`src/rtl/dmem_wait_ctrl_if.sv`:
```
// Data-memory bus between the wait controller (master) and the memory
// responder (slave): request strobe with address/data/byte-select, and ack with read data.
interface dmem_wait_ctrl_if;
    logic        bus_stb;
    logic        bus_we;
    logic [31:0] bus_addr;
    logic [31:0] bus_wdata;
    logic [3:0]  bus_sel;
    logic        bus_ack;
    logic [31:0] bus_rdata;

    modport master (
        output bus_stb, bus_we, bus_addr, bus_wdata, bus_sel,
        input  bus_ack, bus_rdata
    );

    modport slave (
        input  bus_stb, bus_we, bus_addr, bus_wdata, bus_sel,
        output bus_ack, bus_rdata
    );
endinterface

```
`src/rtl/dmem_wait_ctrl.sv`:
```
// MEM-stage data-memory wait controller: freezes the pipeline while a bus
// access is outstanding, returns registered load data, and abandons silent accesses.
module dmem_wait_ctrl #(
    parameter int unsigned TIMEOUT = 255
) (
    input  logic                  clk,
    input  logic                  rst_n,
    input  logic                  mem_req,
    input  logic                  mem_we,
    input  logic [31:0]           mem_addr,
    input  logic [31:0]           mem_wdata,
    input  logic [3:0]            mem_be,
    output logic                  data_mem_wait,
    output logic [31:0]           mem_rdata,
    output logic                  bus_err,
    dmem_wait_ctrl_if.master      bus
);

    typedef enum logic [1:0] {
        ST_IDLE = 2'd0,
        ST_BUSY = 2'd1,
        ST_DONE = 2'd2
    } state_t;

    localparam logic [7:0] TO_LIMIT = 8'(TIMEOUT);

    state_t      state_q, state_d;
    logic        stb_q, stb_d;
    logic        we_q, we_d;
    logic [31:0] addr_q, addr_d;
    logic [31:0] wdata_q, wdata_d;
    logic [3:0]  sel_q, sel_d;
    logic [31:0] rdata_q, rdata_d;
    logic        err_q, err_d;
    logic [7:0]  cnt_q, cnt_d;
    logic [7:0]  cnt_inc_s;
    logic        wait_s;

    // Next-state, bus register and freeze-request logic.
    always_comb begin
        state_d   = state_q;
        stb_d     = stb_q;
        we_d      = we_q;
        addr_d    = addr_q;
        wdata_d   = wdata_q;
        sel_d     = sel_q;
        rdata_d   = rdata_q;
        err_d     = 1'b0;
        cnt_d     = cnt_q;
        cnt_inc_s = cnt_q + 8'd1;
        wait_s    = 1'b0;
        case (state_q)
            ST_IDLE: begin
                wait_s = mem_req;
                if (mem_req) begin
                    state_d = ST_BUSY;
                    stb_d   = 1'b1;
                    we_d    = mem_we;
                    addr_d  = mem_addr;
                    wdata_d = mem_wdata;
                    sel_d   = mem_be;
                    cnt_d   = 8'd0;
                end else begin
                    state_d = ST_IDLE;
                end
            end
            ST_BUSY: begin
                wait_s = 1'b1;
                // An ack arriving in the timeout cycle still completes normally.
                if (bus.bus_ack) begin
                    state_d = ST_DONE;
                    stb_d   = 1'b0;
                    if (!we_q) begin
                        rdata_d = bus.bus_rdata;
                    end else begin
                        rdata_d = rdata_q;
                    end
                end else if (cnt_inc_s == TO_LIMIT) begin
                    state_d = ST_DONE;
                    stb_d   = 1'b0;
                    rdata_d = 32'd0;
                    err_d   = 1'b1;
                    cnt_d   = cnt_inc_s;
                end else begin
                    cnt_d = cnt_inc_s;
                end
            end
            ST_DONE: begin
                state_d = ST_IDLE;
            end
            default: begin
                state_d = ST_IDLE;
                stb_d   = 1'b0;
            end
        endcase
    end

    // State and registered bus/result outputs, cleared asynchronously.
    always_ff @(posedge clk or negedge rst_n) begin
        if (!rst_n) begin
            state_q <= ST_IDLE;
            stb_q   <= 1'b0;
            we_q    <= 1'b0;
            addr_q  <= 32'd0;
            wdata_q <= 32'd0;
            sel_q   <= 4'd0;
            rdata_q <= 32'd0;
            err_q   <= 1'b0;
            cnt_q   <= 8'd0;
        end else begin
            state_q <= state_d;
            stb_q   <= stb_d;
            we_q    <= we_d;
            addr_q  <= addr_d;
            wdata_q <= wdata_d;
            sel_q   <= sel_d;
            rdata_q <= rdata_d;
            err_q   <= err_d;
            cnt_q   <= cnt_d;
        end
    end

    assign data_mem_wait = wait_s;
    assign mem_rdata     = rdata_q;
    assign bus_err       = err_q;
    assign bus.bus_stb   = stb_q;
    assign bus.bus_we    = we_q;
    assign bus.bus_addr  = addr_q;
    assign bus.bus_wdata = wdata_q;
    assign bus.bus_sel   = sel_q;

endmodule

```
`src/flat_wrapper.sv`:
```
// flat-port wrapper written by rule: the top's interface ports become plain ports
module dmem_wait_ctrl_flat 
#(
    parameter int unsigned TIMEOUT = 255
)
  (clk, rst_n, mem_req, mem_we, mem_addr, mem_wdata, mem_be, data_mem_wait, mem_rdata, bus_err, bus_bus_stb, bus_bus_we, bus_bus_addr, bus_bus_wdata, bus_bus_sel, bus_bus_ack, bus_bus_rdata);
  dmem_wait_ctrl_if bus_i ();
  input  logic clk;
  input  logic rst_n;
  input  logic mem_req;
  input  logic mem_we;
  input  logic [31:0] mem_addr;
  input  logic [31:0] mem_wdata;
  input  logic [3:0] mem_be;
  output logic data_mem_wait;
  output logic [31:0] mem_rdata;
  output logic bus_err;
  output wire logic [$bits(bus_i.bus_stb)-1:0] bus_bus_stb;
  output wire logic [$bits(bus_i.bus_we)-1:0] bus_bus_we;
  output wire logic [$bits(bus_i.bus_addr)-1:0] bus_bus_addr;
  output wire logic [$bits(bus_i.bus_wdata)-1:0] bus_bus_wdata;
  output wire logic [$bits(bus_i.bus_sel)-1:0] bus_bus_sel;
  input wire logic [$bits(bus_i.bus_ack)-1:0] bus_bus_ack;
  input wire logic [$bits(bus_i.bus_rdata)-1:0] bus_bus_rdata;
  assign bus_bus_stb = bus_i.bus_stb;
  assign bus_bus_we = bus_i.bus_we;
  assign bus_bus_addr = bus_i.bus_addr;
  assign bus_bus_wdata = bus_i.bus_wdata;
  assign bus_bus_sel = bus_i.bus_sel;
  assign bus_i.bus_ack = bus_bus_ack;
  assign bus_i.bus_rdata = bus_bus_rdata;
  dmem_wait_ctrl #(.TIMEOUT(TIMEOUT)) u_core (.clk(clk), .rst_n(rst_n), .mem_req(mem_req), .mem_we(mem_we), .mem_addr(mem_addr), .mem_wdata(mem_wdata), .mem_be(mem_be), .data_mem_wait(data_mem_wait), .mem_rdata(mem_rdata), .bus_err(bus_err), .bus(bus_i));
endmodule
```
`config.mk`:
```
export PLATFORM = sky130hd
export DESIGN_NAME = dmem_wait_ctrl_flat
export DESIGN_NICKNAME = d
export VERILOG_FILES = /design/src/rtl/dmem_wait_ctrl_if.sv /design/src/rtl/dmem_wait_ctrl.sv /design/src/flat_wrapper.sv
export SDC_FILE = /design/constraint.sdc
export NUM_CORES = 1
export LEC_CHECK = 0
export ABC_AREA = 0
export ABC_CLOCK_PERIOD_IN_PS = 3710
export CAP_MARGIN = 10
export CORE_MARGIN = 2
export CORE_UTILIZATION = 45
export DETAILED_ROUTE_END_ITERATION = 7
export PLACE_DENSITY = 0.86
export SLEW_MARGIN = 20
export SYNTH_ARGS = -nofsm -noshare
export SYNTH_HDL_FRONTEND = slang
export SYNTH_SLANG_ARGS = --single-unit
export TNS_END_PERCENT = 5
```
`constraint.sdc`:
```
create_clock -name clk -period 3.71 [get_ports clk]
set_input_delay 0.5565 -clock clk [delete_from_list [all_inputs] [get_ports clk]]
set_output_delay 0.5565 -clock clk [all_outputs]
set_load 0.02 [all_outputs]
```
==> flow_metrics.env <==
export IMPL_firstDrtPassIters=5
export IMPL_ys_ff_latch=113
export IMPL_dieArea_sq_um=11100
export IMPL_required_ns=3.15
export IMPL_ctsLongestPathBuffers=2
export IMPL_clock_skew_ns=0.00778
export IMPL_wl_per_cell_microns=17.3
export IMPL_cp_end_kind="output pin"
export IMPL_p_clk_share_pct=29.4
export IMPL_cts_num_sinks=113
export IMPL_ctsResizeCount=0
export IMPL_slew_violations=0
export IMPL_vias_per_cell=5.19
export IMPL_gp_congestion=0.788
export IMPL_fillers=667
export IMPL_grt_overflow=0
export IMPL_fin_crit_sh_pct=64.0
export IMPL_cpPeakStageDelay_ns=0.61
export IMPL_start_util_pct=45.7
export IMPL_multi_input_area_sq_um=1690
export IMPL_detailed_place_hpwl_microns=8530
export IMPL_synth_fp_nets=471
export IMPL_seqCellArea_sq_um=2830
export IMPL_power_per_cell_area_nw_per_um2=763
export IMPL_crit_slowest_cell="clkdlybuf4s50_1"
export IMPL_netlist_area_sq_um=4630
export IMPL_cts_clk_slew_worst_paths_ns=0.06
export IMPL_grt_use_total_pct=23.2
export IMPL_core_region_area_sq_um=10100
export IMPL_nets=681
export IMPL_switching_share_pct=31.9
export IMPL_antenna_found_initial=0
export IMPL_synthCells=364
export IMPL_areaGrowthSynthToFinish_pct=61.5
export IMPL_rows=37
export IMPL_slew_limit_headroom_pct=28.4
export IMPL_start_kind="primary input"
export IMPL_switching_power_uw=1820
export IMPL_wirelength_microns=12500
export IMPL_port_buffers=208
export IMPL_period_needed_ns=2.38
export IMPL_ys_warn_count=0
export IMPL_cp_max_fo=2
export IMPL_drtIter0Drc=175
export IMPL_peakVddDrop_mv=0.600
export IMPL_hp_class="in2async"
export IMPL_root_buffer="clkbuf_8"
export IMPL_pin_count=209
export IMPL_cp_arrival_ns=1.82
export IMPL_tightestPinTransition_ns=1.07
export IMPL_maxCapViolations=0
export IMPL_met1_usage_pct=26.5
export IMPL_grt_util_met2_pct=38.2
export IMPL_cp_cell_sequence="clkdlybuf4s50_1 -> nor2_1 -> nor2_1 -> clkdlybuf4s50_1"
export IMPL_top_usage_layer="met2"
export IMPL_setup_violations=0
export IMPL_avgSynthCellArea_sq_um=12.7
export IMPL_ant_nets=0
export IMPL_drc=0
export IMPL_dieHeight_microns=105
export IMPL_outcome="finished, final reports clean"
export IMPL_cts_setup_buffers=0
export IMPL_holdWs_ns=0.149
export IMPL_synth_seq_area_share_pct=61.0
export IMPL_die_w_microns=105
export IMPL_p_seq_share_pct=32.6
export IMPL_grt_util_met3_pct=10.6
export IMPL_insertion_delay_ns=0.50
export IMPL_grt_max_degree=68
export IMPL_total_leakage_power_uw=0.00318
export IMPL_synth_cell_type_count=34
export IMPL_grt_pass1_vias=4061
export IMPL_grt_setup_unrepaired="false"
export IMPL_finalHoldViolations=0
export IMPL_intPower_uw=3890
export IMPL_tritoncts="built"
export IMPL_holdBufCountCts=0
export IMPL_cts_made_buffers=17
export IMPL_pwr_share_comb_pct=38.0
export IMPL_fmax_mhz=421
export IMPL_crit_type="in2out"
export IMPL_fin_setup_tns_ns=0
export IMPL_n_antenna_cell=0
export IMPL_grt_pass1_wl_microns=20200
export IMPL_drive_above_1_share_pct=19.1
export IMPL_vias=3755
export IMPL_h_tree_depth=4
layer usage:
metal	wire length, microns	share of wire, %	vias to the layer above
met1	4840	39	1841
met5	0	0	-
met3	1230	9.9	17
met4	248	2.0	0
li1	-	-	1731
met2	6160	49	166
cells by family (layout without fill, tap and decap cells):
logic type      after synthesis  in the layout  share of synthesized area (%)
simple gates                 69             69                           7.29
mux                          70             70                           17.0
fa+ha+maj                     2              2                          0.540
buf+inv                      24            247                           2.65
compound gates               86             86                           11.5
flops                       113            113                           61.0
path summary, 6_finish.rpt:
path / start / endpoint / slack [ns] / depth (start not counted)
hold / removal: rst_n / u_core.mem_rdata[0] / 0.15 / 1
max in group asynchronous: rst_n / u_core.bus.bus_addr[13] / 2.81 / 2
setup / recovery: mem_req / data_mem_wait / 1.33 / 4
setup reg to reg: u_core.cnt_q[0] / u_core.mem_rdata[17] / 1.57 / 7
hold reg to reg: u_core.bus.bus_wdata[27] / u_core.bus.bus_wdata[27] / 0.50 / 1
min in group clk: u_core.bus.bus_wdata[27] / u_core.bus.bus_wdata[27] / 0.50 / 1
layout by cell type, fill, tap and decap left out, types with 2 or more instances in the layout:
cell type | netlist | layout
clkbuf_8 | 0 | 3
nand4_1 | 3 | 3
nand2b_1 | 2 | 2
clkbuf_1 | 12 | 3
o21ai_1 | 5 | 5
clkbuf_16 | 0 | 16
buf_12 | 0 | 4
nor2_1 | 6 | 6
buf_4 | 0 | 2
and2b_1 | 2 | 2
nand2_1 | 38 | 38
a21oi_1 | 3 | 3
clkinv_2 | 0 | 3
o21ai_0 | 38 | 38
ha_1 | 2 | 2
bufinv_16 | 0 | 4
o31ai_1 | 4 | 4
and2_1 | 3 | 3
mux2_2 | 70 | 70
dfrtp_1 | 113 | 113
nand3_1 | 5 | 5
clkinvlp_4 | 0 | 3
a22oi_1 | 32 | 32
clkdlybuf4s50_1 | 0 | 207
Yosys cell counts:
cell      number  area (sq um)
nand4_1        3          18.8
o21ai_1        5          25.0
nor3_1         1          5.00
a22oi_1       32           240
mux2_2        70           788
inv_1          1          3.75
nand2b_1       2          12.5
nand3b_1       1          7.51
nor4_1         1          6.26
o21ai_0       38           190
and2_1         3          18.8
clkbuf_2       1          5.00
nand3_1        5          25.0
and3_2         1          7.51
buf_2          7          35.0
o211ai_1       1          7.51
dfrtp_1      113          2830
nor3b_1        1          7.51
clkbuf_1      12          45.0
buf_6          3          33.8
nand2_1       38           143
a21oi_2        1          8.76
a31oi_1        1          6.26
nor3_4         1          16.3
o31ai_1        4          30.0
ha_1           2          25.0
nor2b_1        1          6.26
a21oi_1        3          15.0
and2b_1        2          15.0
and3_1         1          6.26
and3_4         1          11.3
and3b_1        1          8.76
o21a_1         1          7.51
nor2_1         6          22.5
power groups by stage:
stage	combinational [uW]	sequential, uW	clock (uW)
finish	2170	1860	1680
global route	2310	1920	1770
CTS	2200	1860	1700
detailed placement	2180	1870	0
global placement	2130	1850	0
floorplan	645	2300	0
registers in the layout, indices dropped and copies added (netlist names):
register / count
u_core.state_q: 2
u_core.bus.bus_we: 1
u_core.bus.bus_sel: 4
u_core.bus_err: 1
u_core.bus.bus_wdata: 32
u_core.bus.bus_addr: 32
u_core.cnt_q: 8
u_core.bus.bus_stb: 1
u_core.mem_rdata: 32
final cells by class:
type / instances / area share, %
clock buffers: 22 / 6.05
clock inverters: 10 / 2.11
inverters: 1 / 0.0502
multi-input cells: 227 / 22.6
flip-flops and latches: 113 / 37.8
well taps: 136 / 2.27
repair buffers: 214 / 29.2
through the flow:
stage / area (sq um) / total power [uW] / setup WS [ns] / util (%) / std cells
after floorplan: 4630 / 2950 / 1.90 / - / 364
after global placement: 6860 / 3980 / 1.25 / 67.6 / 690
after detailed placement: 6860 / 4050 / 1.16 / 67.6 / 690
after CTS: 7470 / 5760 / 1.16 / 73.6 / 722
after global routing: 7480 / 6000 / 1.25 / 73.8 / 723
final: 7480 / 5710 / 1.33 / 73.8 / 723
critical path, delay by kind of cell:
| family | cells | cell delay, ns |
|---|---|---|
| buffers and inverters | 2 | 1.10 |
| AND/OR/NAND/NOR | 2 | 0.16 |
Note: power is estimated with default switching activity, not from simulation.
